--- config.mk ---
export PLATFORM = sky130hd
export DESIGN_NAME = led_matrix_scan_phy
export DESIGN_NICKNAME = d
export VERILOG_FILES = /design/src/rtl/led_matrix_scan_phy.sv
export SDC_FILE = /design/constraint.sdc
export NUM_CORES = 1
export LEC_CHECK = 0
export ABC_AREA = 1
export CORE_MARGIN = 1.5
export CORE_UTILIZATION = 55
export DETAILED_ROUTE_END_ITERATION = 12
export PLACE_DENSITY = 0.75
export SLEW_MARGIN = 15
export SYNTH_ARGS = -nofsm -noshare
export SYNTH_HDL_FRONTEND = slang
export SYNTH_SLANG_ARGS = --single-unit
--- constraint.sdc ---
create_clock -name clk_in -period 6.5 [get_ports clk_in]
set_clock_uncertainty 0.1 [all_clocks]
set_input_delay 1.3 -clock clk_in [delete_from_list [all_inputs] [get_ports clk_in]]
set_output_delay 1.3 -clock clk_in [all_outputs]
set_load 0.01 [all_outputs]
--- src/rtl/led_matrix_scan_phy.sv ---
// led_matrix_scan_phy: HUB75 BCM scan engine (frame RAM -> panel pins); define LED_SCAN_DBLBUF_EN for frame_sel_in double buffering
module led_matrix_scan_phy #(
  parameter int NUM_COLS = 64,
  parameter int NUM_SCAN_ROWS = 16,
  parameter int NUM_CHAN = 2,
  parameter int COLOUR_BITS = 8,
  parameter int BCLK_DIV = 4,
  parameter int RAM_LATENCY = 2,
  parameter int OE_BASE = 32,
  localparam int AW = $clog2(NUM_SCAN_ROWS * NUM_COLS),
  localparam int RW = $clog2(NUM_SCAN_ROWS),
  localparam int NL = NUM_CHAN * 3,
  localparam int DATW = NL * COLOUR_BITS
) (
  input  logic            clk_in,
  input  logic            reset_in,
  input  logic            enable_in,
`ifdef LED_SCAN_DBLBUF_EN
  input  logic            frame_sel_in,
  output logic [AW:0]     rd_addr_out,
`else
  output logic [AW-1:0]   rd_addr_out,
`endif
  output logic            rd_en_out,
  input  logic [DATW-1:0] rd_data_in,
  output logic [NL-1:0]   rgb_out,
  output logic            bit_clk_out,
  output logic            latch_enable_out,
  output logic            oe_n_out,
  output logic [RW-1:0]   addr_out,
  output logic            busy_out,
  output logic            frame_done_out
);
  localparam int CW = $clog2(NUM_COLS);
  localparam int PW = COLOUR_BITS > 1 ? $clog2(COLOUR_BITS) : 1;
  localparam int DW = $clog2((OE_BASE << (COLOUR_BITS - 1)) + BCLK_DIV + RAM_LATENCY) + 1;
  typedef enum logic [2:0] {IDLE, PREFETCH, SHIFT, LATCH, DISPLAY} state_t;
  state_t state;
  logic [RW-1:0] row, nrow;
  logic [PW-1:0] plane;
  logic [CW-1:0] col;
  logic [DW-1:0] cnt, oe_len;
  logic [AW-1:0] rd_addr;
  logic [DATW-1:0] hold, col_data;
  logic last_plane, last_row, last_ph, cap, disp_end, frame_end, leave_idle;
  function automatic logic [AW-1:0] addr_of(input logic [RW-1:0] r, input int c);
    return AW'(int'(r) * NUM_COLS + c);
  endfunction
  function automatic logic [NL-1:0] bits_of(input logic [DATW-1:0] d, input logic [PW-1:0] p);
    for (int k = 0; k < NL; k++)
      bits_of[k] = |(d[k*COLOUR_BITS +: COLOUR_BITS] & (COLOUR_BITS'(1) << p));
  endfunction
  always_comb begin
    last_plane = plane == PW'(COLOUR_BITS - 1);
    last_row = row == RW'(NUM_SCAN_ROWS - 1);
    last_ph = cnt == DW'(BCLK_DIV - 1);
    cap = cnt == DW'(RAM_LATENCY);
    oe_len = DW'(OE_BASE) << plane;
    disp_end = state == DISPLAY && cnt == oe_len - 1'b1;
    frame_end = disp_end && last_plane && last_row;
    leave_idle = state == IDLE && enable_in;
    nrow = !last_plane ? row : last_row ? '0 : row + 1'b1;
    col_data = cap ? rd_data_in : hold;
  end
  always_ff @(posedge clk_in) begin
    if (reset_in) begin
      state <= IDLE;
      row <= '0;
      plane <= '0;
      col <= '0;
      cnt <= '0;
      hold <= '0;
      rd_addr <= '0;
      rd_en_out <= 1'b0;
      rgb_out <= '0;
      bit_clk_out <= 1'b0;
      latch_enable_out <= 1'b0;
      oe_n_out <= 1'b1;
      addr_out <= '0;
      busy_out <= 1'b0;
      frame_done_out <= 1'b0;
    end else begin
      rd_en_out <= 1'b0;
      frame_done_out <= 1'b0;
      case (state)
        IDLE: if (leave_idle) begin
          state <= PREFETCH;
          busy_out <= 1'b1;
          rd_en_out <= 1'b1;
          rd_addr <= addr_of(row, 0);
          cnt <= '0;
        end
        PREFETCH: begin
          cnt <= cnt + 1'b1;
          if (cap) begin
            state <= SHIFT;
            cnt <= '0;
            col <= '0;
            rgb_out <= bits_of(rd_data_in, plane);
            bit_clk_out <= 1'b0;
            rd_en_out <= 1'b1;
            rd_addr <= addr_of(row, 1);
          end
        end
        SHIFT: begin
          // Data for the next column may land on the same edge the period ends
          cnt <= last_ph ? '0 : cnt + 1'b1;
          bit_clk_out <= !last_ph && (cnt + 1'b1 >= DW'(BCLK_DIV / 2));
          if (cap) hold <= rd_data_in;
          if (last_ph) begin
            if (col == CW'(NUM_COLS - 1)) begin
              state <= LATCH;
              latch_enable_out <= 1'b1;
              addr_out <= row;
            end else begin
              col <= col + 1'b1;
              rgb_out <= bits_of(col_data, plane);
              if (int'(col) + 2 < NUM_COLS) begin
                rd_en_out <= 1'b1;
                rd_addr <= addr_of(row, int'(col) + 2);
              end
            end
          end
        end
        LATCH: begin
          state <= DISPLAY;
          latch_enable_out <= 1'b0;
          oe_n_out <= 1'b0;
          cnt <= '0;
        end
        DISPLAY: begin
          cnt <= cnt + 1'b1;
          if (disp_end) begin
            oe_n_out <= 1'b1;
            cnt <= '0;
            plane <= last_plane ? '0 : plane + 1'b1;
            row <= nrow;
            frame_done_out <= frame_end;
            if (frame_end && !enable_in) begin
              state <= IDLE;
              busy_out <= 1'b0;
            end else begin
              state <= PREFETCH;
              rd_en_out <= 1'b1;
              rd_addr <= addr_of(nrow, 0);
            end
          end
        end
        default: state <= IDLE;
      endcase
    end
  end
`ifdef LED_SCAN_DBLBUF_EN
  logic fsel;
  always_ff @(posedge clk_in)
    if (reset_in) fsel <= 1'b0;
    else if (leave_idle || frame_end) fsel <= frame_sel_in;
  assign rd_addr_out = {fsel, rd_addr};
`else
  assign rd_addr_out = rd_addr;
`endif
endmodule

==> results.ini <==
[min_path]
holdPathStages=2
min_to=busy_out
holdCritPathClass=flip-flop to flip-flop
hold_path_startpoint=busy_out

[worst_setup_path]
regToRegSetupSlack_ns=3.11
path_max_fanout=53
slowest_delay_ns=0.79
crit_chain=inv_1, ha_1, nand2_1, nor2_2, buf_4, nand2_2, clkinv_1, nand2_1, nand3_1, nand2_1, inv_1, nand3_1, nand2_1, a21oi_1
r2r_start=cnt[0]
required_ns=6.69
cp_common_cell=nand2_1
startpoint_type=flip-flop
slowest_stage=nand2_2
arrival_ns=3.59
path_class=flip-flop to flip-flop
r2r-end=rgb_out[1]
worst_setup_path_end_kind=flip-flop
reg2reg_depth=14
cp-startpoint=cnt[0]

[detailed_routing]
ant_nets=0
routedWlPerCell_um=13.72
drtIter0Drc=683
num_vias=7066
met2_length_um=8343
viasPerCell=5.301
dr.pass1.iters=5
top_layer=met4
totalWireLength_um=18290
wl_met3_um=1232
met1Wirelength_um=8240
drc_errors=0

[power_and_ir_drop]
p_leak_nw=3.822
intPower_w=0.001061
clkPwrFrac_pct=38.2
p_switching_w=0.0003976
power-per-cell-area_nw_per_um2=184.8
sw_frac_of_total_pct=27.27
p_comb_share_pct=16.1
p_seq_share_pct=45.7
vdd.ir_drop.worst_mv=0.1323

[finish]
fillers=1209
multi_input_area_um2=3765
register_area_um2=2082
n_antenna_cell=0
area_growth_pct=15.03
post-route-cell-area_um2=7891
drive_gt1_share_pct=3.691
fin_nets=1226

[yosys]
synth.distinct_cells=41
ys_seq_area_share_pct=30.35
synth-async-reset-ratio_pct=0
avgSynthCellArea_um2=6.125
synthesis.instances=1120
ys_seq_elements=104
synth_fp_nets=1185
synth_edf_count=0
yosys_most_used_dff=dfxtp_1
synth_area_um2=6860
ys_warn_count=0

[sta]
setup_violations=0
fin_crit_ns=3.392
setup_tns_ns=0
post-route-period-util_pct=52.18
slew_viol_final=0
slew-limit-headroom_pct=30.61
worst_pin_slew_ns=1.037
hold_viol_final=0
fmax_ghz=0.2948
rsz0062_at_grt=no

[clocking]
cts.repair.resized=0
clockBufferDepth=2
post_cts_buffers=0
clock-root-buffer=clkbuf_16
clkTransAtPathRegs_ns=0.07
numCtsBuffers=9
cts_tree=done
holdBufCountCts=0
htree_levels=3
clkSinkCount=104
worstSkewPairLatency_ns=0.36

[global_routing]
grt_pass1_wl_um=30180
grt_pass1_vias=6325
antenna_found_initial=0
grtUsageTotal_pct=28.90
grt_overflow=0
grt_max_degree=68

[placed_design]
placed_area_um2=7595
io_buffers=76
hpwl_um=12700
finalWeightedCongestion=0.8779

[floorplan]
core_area_um2=12110
die_h_um=114.7
rows=40
ios=77
initial_core_util_pct=56.64
die_x_um=114.7
fp.dieArea_um2=13150

[status]
status=completed

[run]
maxCapViolCount=0

## per-layer routing
metal | up-vias | global-route usage (%)
met3 | 36 | 5.982
met2 | 252 | 46.91
met1 | 3146 | 38.30
met5 | - | 0
li1 | 3632 | -
met4 | 0 | 9.667
## worst max-delay path, delay by kind of cell (launching register included)
| family | cells | cell delay, ns |
|---|---|---|
| AOI/OAI and AO/OA | 1 | 0.15 |
| and+or+nand+nor | 8 | 1.52 |
| buffers and inverters | 4 | 0.97 |
| adders and majority gates | 1 | 0.19 |
| DFF | 1 | 0.38 |
## area by class of cell
class                   count  area share (%)
repair buffers             81           10.12
clock buffers              12           3.124
flip-flops and latches    104           26.38
well taps                 168           2.664
multi-input cells         767           47.71
inverters                 198           9.466
clock inverters             3          0.5391
## synth_stat cells, types with 2 or more instances
library cell,n,share of area (%)
o211ai_1,43,4.7
o221ai_1,2,0.26
buf_1,4,0.22
a21oi_1,52,3.8
clkbuf_1,17,0.93
dfxtp_1,104,30
o22ai_1,16,1.5
inv_2,4,0.22
xor2_1,6,0.77
nand4_1,5,0.46
buf_6,4,0.66
o21ai_1,2,0.15
o21bai_1,2,0.22
nand2_1,330,18
clkinv_1,2,0.11
nand2_4,2,0.33
nor2_1,91,5.0
a211oi_1,6,0.66
buf_4,10,1.1
ha_1,14,2.6
inv_1,190,10
buf_2,16,1.2
nand3b_1,18,2.0
o2111ai_1,2,0.26
nor4_1,5,0.46
nand2_2,4,0.36
o21ai_0,29,2.1
a211oi_2,4,0.73
nand3_1,112,8.2
nor2_2,6,0.55
nor3_1,8,0.58
## state kept, by name, summed over array words and instances (netlist names)
register          cells
hold                 48
latch_enable_out      1
row                   4
rgb_out               6
rd_en_out             1
plane                 3
addr_out              4
bit_clk_out           1
rd_addr_out          10
col                   6
state                 3
oe_n_out              1
cnt                  14
busy_out              1
frame_done_out        1
## power by group through the flow
| stage | registers (W) | clock network, W | logic (W) |
|---|---|---|---|
| after floorplan | 0.000684 | 0 | 0.000147 |
| after global placement | 0.000681 | 0 | 0.000229 |
| after detailed placement | 0.000681 | 0 | 0.000232 |
| after CTS | 0.000666 | 0.000563 | 0.000233 |
| after global routing | 0.000668 | 0.000581 | 0.000266 |
| final | 0.000666 | 0.000557 | 0.000235 |
## how the worst max path moves through the flow
stage / end / slack (ns) / depth (start not counted)
2_1_floorplan: cnt[3] / 4.28 / 6
3_3_place_gp: rd_addr_out[5] / 3.08 / 11
3_5_place_dp: rd_addr_out[2] / 2.99 / 11
4_1_cts: rd_addr_out[3] / 2.96 / 11
5_1_grt: rgb_out[1] / 2.83 / 14
6_report: rgb_out[1] / 3.11 / 14
## cells in the final DEF (no fill, tap or decap), types with 3 or more instances in the layout
| cell | n |
|---|---|
| clkdlybuf4s50_1 | 76 |
| nand3_1 | 112 |
| clkbuf_16 | 9 |
| o211ai_1 | 43 |
| o22ai_1 | 16 |
| a211oi_1 | 6 |
| nor3_1 | 8 |
| nor4_1 | 5 |
| nand3b_1 | 18 |
| buf_4 | 5 |
| nor2_2 | 5 |
| o21ai_0 | 29 |
| dfxtp_1 | 104 |
| nand2_2 | 4 |
| a211oi_2 | 3 |
| inv_2 | 4 |
| inv_1 | 190 |
| ha_1 | 14 |
| nand2_1 | 330 |
| nor2_1 | 91 |
| nand4_1 | 5 |
| xor2_1 | 6 |
| a21oi_1 | 52 |
## through the flow
stage                     worst slack (ns)  instances  util, %  power (W)  hold slack [ns]
after global routing                 2.832       1333    65.16   0.001515           0.3636
after floorplan                      4.282       1120        -  0.0008308           0.3646
final                                3.108       1333    65.16   0.001458           0.3539
after CTS                            2.963       1333    65.09   0.001462           0.3564
after global placement               3.075       1318    62.71  0.0009100           0.3368
after detailed placement             2.986       1318    62.71  0.0009126           0.3460
## logic make-up (layout without fill, tap and decap cells)
family / count (synthesis) / count (layout) / synth area share (%)
AO/OA/AOI/OAI: 162 / 162 / 14.88
XOR/XNOR: 7 / 7 / 0.8937
adder cells (fa/ha/maj): 14 / 14 / 2.553
buffers and inverters: 249 / 294 / 14.96
flip-flops: 104 / 104 / 30.35
AND/OR/NAND/NOR: 584 / 584 / 36.37
Note: power is estimated with default switching activity, not from simulation.
